--- config.mk ---
export PLATFORM = sky130hd
export DESIGN_NAME = nx_stream_arbiter
export DESIGN_NICKNAME = d
export VERILOG_FILES = /design/src/rtl/nx_stream_arbiter.sv
export SDC_FILE = /design/constraint.sdc
export NUM_CORES = 1
export LEC_CHECK = 0
export ABC_AREA = 0
export ABC_CLOCK_PERIOD_IN_PS = 5000
export CORE_ASPECT_RATIO = 0.75
export CORE_UTILIZATION = 41
export CTS_BUF_LIST = sky130_fd_sc_hd__clkbuf_16
export DETAILED_ROUTE_END_ITERATION = 6
export GPL_ROUTABILITY_DRIVEN = 0
export PLACE_DENSITY_LB_ADDON = 0.08
export SLEW_MARGIN = 20
export SYNTH_ARGS = -nofsm -noshare
export SYNTH_HDL_FRONTEND = slang
export SYNTH_SLANG_ARGS = --single-unit
export TNS_END_PERCENT = 1
--- constraint.sdc ---
create_clock -name clk_i -period 5 [get_ports clk_i]
set_clock_uncertainty 0.2 [all_clocks]
set_input_delay 0.5 -clock clk_i [delete_from_list [all_inputs] [get_ports clk_i]]
set_output_delay 0.5 -clock clk_i [all_outputs]
set_load 0.02 [all_outputs]
--- src/rtl/nx_stream_arbiter.sv ---
// Round-robin stream arbiter with burst locking and a single registered egress slot.
// A winner keeps the grant for up to MAX_BURST consecutive transfers, then the grant rotates.
module nx_stream_arbiter #(
    parameter int unsigned STREAM_WIDTH = 32,
    parameter int unsigned INPUTS       = 4,
    parameter int unsigned MAX_BURST    = 4
) (
    input  logic                           clk_i,
    input  logic                           rst_i,
    input  logic [INPUTS*STREAM_WIDTH-1:0] in_data_i,
    input  logic [INPUTS*2-1:0]            in_dir_i,
    input  logic [INPUTS-1:0]              in_valid_i,
    output logic [INPUTS-1:0]              in_ready_o,
    input  logic [INPUTS-1:0]              mask_i,
    output logic [STREAM_WIDTH-1:0]        arb_data_o,
    output logic [1:0]                     arb_dir_o,
    output logic                           arb_valid_o,
    input  logic                           arb_ready_i,
    output logic [$clog2(INPUTS)-1:0]      grant_o
);

    localparam int unsigned GW = $clog2(INPUTS);
    localparam int unsigned CW = $clog2(MAX_BURST + 1);

    logic [GW-1:0]           owner;
    logic [CW-1:0]           cnt;
    logic                    slot_valid;
    logic [STREAM_WIDTH-1:0] slot_data;
    logic [1:0]              slot_dir;

    logic [INPUTS-1:0] req;
    logic              any_req;
    logic              accept;
    logic              lock;
    logic              xfer;
    logic              found;
    logic [GW-1:0]     cand;
    logic [GW-1:0]     sel;

    assign req     = in_valid_i & mask_i;
    assign any_req = |req;
    assign accept  = !slot_valid || arb_ready_i;
    assign lock    = req[owner] && (cnt != '0) && (cnt < CW'(MAX_BURST));
    assign xfer    = accept && any_req;

    // Search starts at owner+1 so the current owner is considered last.
    always_comb begin
        sel   = owner;
        found = 1'b0;
        cand  = '0;
        for (int unsigned k = 1; k <= INPUTS; k++) begin
            cand = GW'((32'(owner) + k) % INPUTS);
            if (!found && req[cand]) begin
                sel   = cand;
                found = 1'b1;
            end
        end
        if (lock) begin
            sel = owner;
        end
    end

    always_comb begin
        in_ready_o = '0;
        if (!rst_i && xfer) begin
            in_ready_o[sel] = 1'b1;
        end
    end

    always_ff @(posedge clk_i) begin
        if (rst_i) begin
            slot_valid <= 1'b0;
            slot_data  <= '0;
            slot_dir   <= '0;
            owner      <= GW'(INPUTS - 1);
            cnt        <= '0;
        end else if (xfer) begin
            slot_valid <= 1'b1;
            slot_data  <= in_data_i[32'(sel)*STREAM_WIDTH +: STREAM_WIDTH];
            slot_dir   <= in_dir_i[32'(sel)*2 +: 2];
            owner      <= sel;
            cnt        <= lock ? cnt + CW'(1) : CW'(1);
        end else begin
            if (accept) begin
                slot_valid <= 1'b0;
            end
            // Owner not requesting releases the burst even while the slot is stalled.
            if (!req[owner]) begin
                cnt <= '0;
            end
        end
    end

    assign arb_valid_o = slot_valid;
    assign arb_data_o  = slot_data;
    assign arb_dir_o   = slot_dir;
    assign grant_o     = owner;

endmodule

Yosys cells after proc, flatten, opt, wreduce, memory -nomap -nowiden
Cells that the tools add are included.
{"block": "op_classes", "addsub": 5, "order_cmp": 8, "eq_ne": 1, "shift": 2, "mux": 26, "n_bitwise": 1, "reduce_logical": 17}
{"cell": "$shiftx 128x8->32", "count": 1}
{"cell": "$lt 2x3->1 const B", "count": 6}
{"cell": "$mux 1", "count": 11}
{"cell": "$bmux 1 s2", "count": 5}
{"cell": "$mux 2", "count": 5}
{"cell": "$mux 3", "count": 3}
{"cell": "$logic_and 1x1->1", "count": 8}
{"cell": "$shiftx 8x4->2", "count": 1}
{"cell": "$logic_not 1->1", "count": 5}
{"cell": "$add 2x1->2 const B", "count": 2}
{"cell": "$add 2x2->2 const B", "count": 2}
{"cell": "$and 4x4->4", "count": 1}
{"cell": "$mux 4", "count": 1}
{"cell": "$reduce_or 4->1", "count": 1}
{"cell": "$add 3x1->3 const B", "count": 1}
{"cell": "$lt 3x3->1 const B", "count": 1}
{"cell": "$reduce_bool 3->1", "count": 1}
{"cell": "$demux 1 s2", "count": 1}
{"cell": "$ge 2x1->1 const B", "count": 1}
{"cell": "$ne 2x2->1 const B", "count": 1}
{"cell": "$reduce_bool 2->1", "count": 1}
{"cell": "$logic_or 1x1->1", "count": 1}
{"block": "totals", "reg_bits": 40, "inputBits": 147, "out_inout_bits": 41, "word_cells": 65}

Logic depth before layout (Yosys ltp)
Gate-level depths: netlist (run 1).
{"block": "depth", "word_depth": 19, "ltp_mapped": 11, "mapped_depth_nobuf": 9}

Worst setup path after synthesis (run 1)
Ideal clock, no wire load.
{"block": "synth_path", "path_type": "input to output", "startpoint": "in in_valid_i[2]", "endpoint": "out in_ready_o[1]", "arrival_ns": 2.243, "required_time_ns": 4.300, "path_slack_ns": 2.057, "stages": 8, "n_path_buf": 1, "path_cell_list": "and2_1 -> and4_1 -> o31ai_1 -> o311a_1 -> mux2i_2 -> nand2_2 -> buf_4 -> nor2_1"}
{"block": "synth_via", "elab_chain_cells": 19, "elab_cells_between_ends": 36, "classes_between": "2 x order compare; 21 x mux; 1 x bitwise; 12 x reduce/logical"}
{"item": "start: declaration", "line": "12", "text": "input logic [INPUTS-1:0] in_valid_i,"}
{"item": "$and 4x4->4 *", "line": "40", "text": "assign req = in_valid_i & mask_i;"}
{"item": "$bmux 1 s2", "line": "53", "text": "if (!found && req[cand]) begin"}
{"item": "$mux 1 (not written as such)", "line": "53"}
{"item": "$mux 1", "line": "53"}
{"item": "$logic_not 1->1", "line": "53"}
{"item": "$logic_and 1x1->1", "line": "53"}
{"item": "$mux 1", "line": "53"}
{"item": "$logic_not 1->1", "line": "53"}
{"item": "[3 not listed]"}
{"item": "$logic_and 1x1->1", "line": "53"}
{"item": "$mux 2", "line": "53"}
{"item": "$mux 2", "line": "58", "text": "if (lock) begin"}
{"item": "$lt 2x3->1 (not written as such) / $ge 2x1->1 (equally long branches)", "line": "66", "text": "in_ready_o[sel] = 1'b1;"}
{"item": "$logic_and 1x1->1 (not written as such)", "line": "66"}
{"item": "$mux 1 (not written as such)", "line": "66"}
{"item": "$demux 1 s2", "line": "66"}
{"item": "$mux 4 *", "line": "65", "text": "if (!rst_i && xfer) begin"}
{"item": "end: declaration", "line": "13", "text": "output logic [INPUTS-1:0] in_ready_o,"}
Mark *: on every way between the ends. The rest lies on a longest branch, timed or not. The select of a mux whose other input is x is not followed.

Worst setup path after layout (run 1)
{"block": "layout_path", "startpoint": "in in_valid_i[2]", "endpoint": "out in_ready_o[3]"}
Same word-level chain as after synthesis.

==> results.toml, run 1 <==
[setup_path]
r2r-start = "grant_o[1]"
slowest_stage = "clkdlybuf4s50_1"
timing.rr.end = "arb_data_o[8]"
worstPathArrival_ps = 3250
r2r_slack_ps = 1970
cp_slowest_stage_delay_ps = 620
startpoint_type = "primary input"
cp-end-kind = "output port"
reg2regPathDepth = 8
crit_path_max_fanout = 35
worstPathCellList = "clkdlybuf4s50_1 -> and2_1 -> and4_1 -> o31ai_1 -> o311a_1 -> mux2_4 -> nor2_1 -> clkdlybuf4s50_1"
path_common_cell = "clkdlybuf4s50_1"
critPathLaunch = "in_valid_i[2]"
crit_path_end = "in_ready_o[3]"
crit_type = "in -> out"
required_ps = 4300

[detailed_routing]
drc = 0
vias = 2825
drtPass1Iterations = 4
wl_um = 8750
antenna_left = 0
drtIter0Drc = 50
routedWlPerCell_um = 16.1
avgViaCountPerCell = 5.19

[global_route]
grt_max_degree = 39
grt_pass1_vias = 2830
overflow = 0
grt_pass1_wl_um = 13700
track_usage = 0.225
antenna_found_initial = 0

[power_and_ir_drop]
p_sw_frac = 0.331
combPwrFrac = 0.484
power.density_mw_per_mm2 = 302
p_leak_nw = 1.96
p_sw_w = 0.000506
ir_drop_v = 0.000218
pwr-share-seq = 0.285
clockPowerShare = 0.232
p_int_w = 0.00102

[final_layout]
final_nets = 594
final_area_mm2 = 0.00506
antenna_cells = 0
drive_above_1_share = 0.177
area_growth_pct = 66.3

[synth]
yosysTopAreaCellShare = 0.263
synth_fa_ha_area_frac = 0.00822
synth_compound_area_frac = 0.349
yosysMostFrequentCell = "mux2i_1"
synthArstFlopShare = 0
yosys_warnings = 0
syn_area_mm2 = 0.00304
yosys.area_share.simple = 0.0785
syn_inst = 266
synth_xor_area_frac = 0
synth_top_family_by_area = "compound AO/OA/AOI/OAI gates"
synthTopCellsByCount = "mux2i_1, dfxtp_1, o21ai_2, o2bb2a_4, nor2_1"
yosysSeqAreaShare = 0.263
avgSynthCellArea_um2 = 11.4
yosys.area.top_type = "dfxtp_1"
ys_seq_elements = 40
synth_nets = 415
yosys-mux-area-fraction = 0.233
synthFlopType = "dfxtp_1"
synthTopCellsByArea = "dfxtp_1, mux2i_1, o2bb2a_4, o21ai_2, buf_8"
synth_cell_type_count = 49
synth_edf_count = 0

[run_status]
outcome = "finished clean"

[clock_tree]
cts_hold_buf = 0
post_cts_buffers = 0
ctsResizeCount = 0
clk_pin_slew_ps = 60
cts.sinks = 40
cts_buffer_depth = 2
cts_tree = "built"
cts.htree.levels = 2
numCtsBuffers = 5
clock_latency_ps = 270
root_buffer = "clkbuf_16"

[sta]
maxSlewViolCount = 0
setup_viol = 0
worst_slack_ps = 1050
tns_ps = 0
max_slew_margin = 0.584
timing.fmax_mhz = 253
grt_setup_unrepaired = "no"
whs_ps = 272
finalHoldViolations = 0
post-route-period-util = 0.790
fin_crit_ps = 3950
worst_pin_slew_ps = 624

[job]
drv_cap = 0

[floorplanning]
die_h_um = 76.6
die_x_um = 101
floorplan.initialDensity = 0.435
core-area_mm2 = 0.00699
io_pins = 188
fp.dieArea_mm2 = 0.00778
rows = 26

[worst_hold_path]
hold_path.class = "reg -> reg"

[placed_design]
dpl.hpwl_um = 6900
post-place-ws_ps = 1080
port_buffers = 187
place_area_mm2 = 0.00488
registers in the layout (all words and copies together) (netlist names):
name	cells
arb_valid_o	1
arb_dir_o	2
cnt	3
grant_o	2
arb_data_o	32
logic make-up after synthesis:
group,Yosys count
fa+ha+maj,2
simple gates,44
flops,40
mux,70
buf+inv,22
compound gates,88
how the worst min path moves through the flow:
stage	start	end	slack [ps]	cells after the start
after floorplan	cnt[2]	cnt[2]	240	2
after global placement	cnt[2]	cnt[2]	260	2
after detailed placement	cnt[1]	cnt[1]	270	2
after CTS	cnt[1]	cnt[1]	270	2
after global routing	cnt[2]	cnt[2]	300	2
final	cnt[1]	cnt[1]	270	2
power groups by stage:
stage          sequential, W  clock, W  combinational (W)
2_1_floorplan       0.000508         0           0.000406
3_3_place_gp        0.000439         0           0.000731
3_5_place_dp        0.000443         0           0.000743
4_1_cts             0.000436  0.000361           0.000746
5_1_grt             0.000445  0.000377           0.000786
6_report            0.000435  0.000354           0.000739
routing by layer:
| metal | global-route usage | vias to the layer above | part of all wire |
|---|---|---|---|
| li1 | - | 1383 | - |
| met1 | 0.250 | 1319 | 0.40 |
| met2 | 0.416 | 113 | 0.51 |
| met3 | 0.0670 | 10 | 0.080 |
| met4 | 0.0493 | 0 | 0.012 |
| met5 | 0 | - | 0 |
final cells by class:
type,count,area (um^2)
clock buffers,5,125
inverters,3,11.3
flip-flops and latches,40,801
fillers,576,1930
multi-input cells,204,2050
repair buffers,191,1910
clock inverters,3,38.8
well taps,98,123
layout by cell type (no fill, tap or decap), types with 2 or more instances in the layout:
| master | synthesis | routed |
|---|---|---|
| clkdlybuf4s50_1 | 0 | 187 |
| mux2i_1 | 68 | 68 |
| dfxtp_1 | 40 | 40 |
| o21ai_2 | 29 | 29 |
| o2bb2a_4 | 29 | 29 |
| nand2_1 | 11 | 11 |
| nor2_1 | 12 | 11 |
| o21ai_1 | 6 | 6 |
| o2bb2a_1 | 5 | 5 |
| clkbuf_16 | 0 | 5 |
| a21oi_1 | 4 | 4 |
| inv_1 | 2 | 3 |
| buf_4 | 5 | 3 |
| a22o_1 | 2 | 2 |
| and3_1 | 2 | 2 |
| and2_1 | 2 | 2 |
| nand4b_1 | 2 | 2 |
| nor2b_1 | 2 | 2 |
| a211o_1 | 2 | 2 |
| nand3_1 | 2 | 2 |
| ha_1 | 2 | 2 |
metrics by stage:
stage               utilization  total power, W  instances
CTS                       0.721         0.00154        543
global placement          0.698         0.00117        535
detailed placement        0.698         0.00119        535
finish                    0.724         0.00153        544
floorplan                     -        0.000914        266
global route              0.724         0.00161        544
critical path, delay by kind of cell:
family,cells,cell delay [ps]
buf+inv,2,1080
simple gates,3,560
compound gates,2,540
mux,1,540
Power figures use the tool's default switching activity.
==> run 2, diff against run 1 <==
--- a/config.mk
+++ b/config.mk
@@ -6,9 +6,9 @@
 export NUM_CORES = 1
 export LEC_CHECK = 0
 export ABC_AREA = 0
-export ABC_CLOCK_PERIOD_IN_PS = 5000
+export ABC_CLOCK_PERIOD_IN_PS = 3150
 export CORE_ASPECT_RATIO = 0.75
-export CORE_UTILIZATION = 41
+export CORE_UTILIZATION = 34
 export CTS_BUF_LIST = sky130_fd_sc_hd__clkbuf_16
 export DETAILED_ROUTE_END_ITERATION = 6
 export GPL_ROUTABILITY_DRIVEN = 0
==> constraint.sdc (replaced) <==
create_clock -name clk_i -period 3.15 [get_ports clk_i]
set_clock_uncertainty 0.2 [all_clocks]
set_input_delay 0.315 -clock clk_i [delete_from_list [all_inputs] [get_ports clk_i]]
set_output_delay 0.315 -clock clk_i [all_outputs]
set_load 0.02 [all_outputs]
==> run 2 against run 1 <==
  * The flow now finishes with violations (design-rule violations)
  * Clock-buffer cell count unchanged
  * Hold slack improved by 9.2 ps
  * Clock power rose by 35%
  * Non-clock buffer count grew 20
  * Power increased by 56%
  * Combinational power rose by 65%
  * Routed wire length down 1.4%
  * First-iteration DRC count grew 78%
  * Utilization fell by 12 points
  * Final area increased by 2.7%
  * Sequential cell count unchanged
  * Die area grew 20%
  * Critical endpoint is now in_ready_o[0]
  * Largest power group unchanged
==> results.toml, run 2 (synthesis results as in run 1) <==
[sta]
maxSlewViolCount = 0
finalHoldViolations = 0
worst_slack_ps = 116
worst_pin_slew_ps = 594
post-route-period-util = 0.963
whs_ps = 281
grt_setup_unrepaired = "no"
max_slew_margin = 0.604
setup_viol = 0
timing.fmax_mhz = 330
fin_crit_ps = 3030
tns_ps = 0

[setup_path]
worstPathArrival_ps = 2520
startpoint_type = "primary input"
cp_top_family = "buffers and inverters"
cp_slowest_stage_delay_ps = 440
required_ps = 2630
slowest_stage = "clkdlybuf4s50_1"
crit_buf_inv = 2
cp-end-kind = "output port"
crit_path_max_fanout = 4
worstPathCellList = "clkdlybuf4s50_1 -> and2_1 -> and4_1 -> o31ai_1 -> o311a_1 -> mux2i_2 -> and3_1 -> dlygate4sd2_1"
crit_type = "in -> out"

[global_route]
grt_pass1_wl_um = 14100
track_usage = 0.188
grt_max_degree = 35
antenna_found_initial = 0
overflow = 0
grt_pass1_vias = 2858

[clock_tree]
numCtsBuffers = 5
clock_latency_ps = 280
cts_buffer_depth = 2
cts_tree = "built"
cts.htree.levels = 2
cts_hold_buf = 0
cts.sinks = 40
clk_pin_slew_ps = 60
root_buffer = "clkbuf_16"

[power_and_ir_drop]
p_int_w = 0.00157
p_leak_nw = 2.05
pwr-share-seq = 0.285
power.density_mw_per_mm2 = 457
p_sw_frac = 0.338
clockPowerShare = 0.201
p_sw_w = 0.000805
power_w = 0.00238
ir_drop_v = 0.000195
combPwrFrac = 0.514

[floorplanning]
io_pins = 188
die_h_um = 83.9
core-area_mm2 = 0.00856
fp.dieArea_mm2 = 0.00934
die_x_um = 111
floorplan.initialDensity = 0.355
rows = 29

[final_layout]
area_growth_pct = 70.9
nFillCells = 741
final_cell_mix = "clkdlybuf4s50_1, mux2i_1, dfxtp_1"
largest_reg_flops = 32
layout_commonest_cell = "clkdlybuf4s50_1"
antenna_cells = 0
final_nets = 614
drive_above_1_share = 0.213
final_area_mm2 = 0.00520

[detailed_routing]
drc = 28
avgViaCountPerCell = 4.89
drtPass1Iterations = 6
vias = 2803
antenna_left = 0
drtIter0Drc = 89
wl_um = 8630
routedWlPerCell_um = 15.1

[placed_design]
dpl.hpwl_um = 6720
port_buffers = 187
post-place-ws_ps = -203
place_area_mm2 = 0.00507

[run_status]
violations = "design-rule violations"
outcome = "finished with violations"

[job]
drv_cap = 0

[worst_hold_path]
hold_path.class = "reg -> reg"
run 2: routing by layer:
metal | GRT usage | share of wire
met5 | 0 | 0
met4 | 0.0418 | 0.0097
met2 | 0.330 | 0.49
met3 | 0.0465 | 0.068
met1 | 0.231 | 0.43
run 2: final timing paths:
kind,start,depth (start not counted),end,slack (ps)
max,in_valid_i[2],8,in_ready_o[0],120
min reg2reg,cnt[1],2,cnt[1],280
max reg2reg,grant_o[1],10,arb_data_o[9],410
min,cnt[1],2,cnt[1],280
run 2: per-stage QoR:
step / util / cells
after floorplan: - / 266
after detailed placement: 0.592 / 565
final: 0.607 / 573
after global routing: 0.607 / 573
after CTS: 0.607 / 572
after global placement: 0.592 / 565
run 2: cell type report:
| type | instances | area (um^2) | area share |
|---|---|---|---|
| Sequential cell | 40 | 801 | 0.154 |
| Clock inverter | 2 | 8.76 | 0.00168 |
| Clock buffer | 5 | 125 | 0.0241 |
| Multi-Input combinational cell | 204 | 2050 | 0.394 |
| Inverter | 3 | 11.3 | 0.00217 |
| Timing Repair Buffer | 211 | 2070 | 0.398 |
| Tap cell | 108 | 135 | 0.0260 |
run 2: worst register-to-register path: stages, from the launching register on:
cell	delay, ps
dfxtp_1	420
buf_4	220
nand4_1	130
and4_4	200
nand2b_4	150
a211oi_4	280
buf_4	200
buf_12	230
mux2i_1	360
o2bb2a_4	180
o21ai_2	40
run 2: timing repair:
item,in CTS,in global routing
setup endpoints to repair,4,2
hold endpoints to repair,0,0
pin swaps,1,1
setup buffers,0,1
cloned,0,0
gates resized for setup,4,3
run 2: power groups by stage:
stage	combinational (W)	clock [W]	sequential (W)
3_5_place_dp	0.00124	0	0.000690
2_1_floorplan	0.000644	0	0.000807
4_1_cts	0.00124	0.000492	0.000680
3_3_place_gp	0.00123	0	0.000685
6_report	0.00122	0.000477	0.000678
5_1_grt	0.00131	0.000516	0.000693
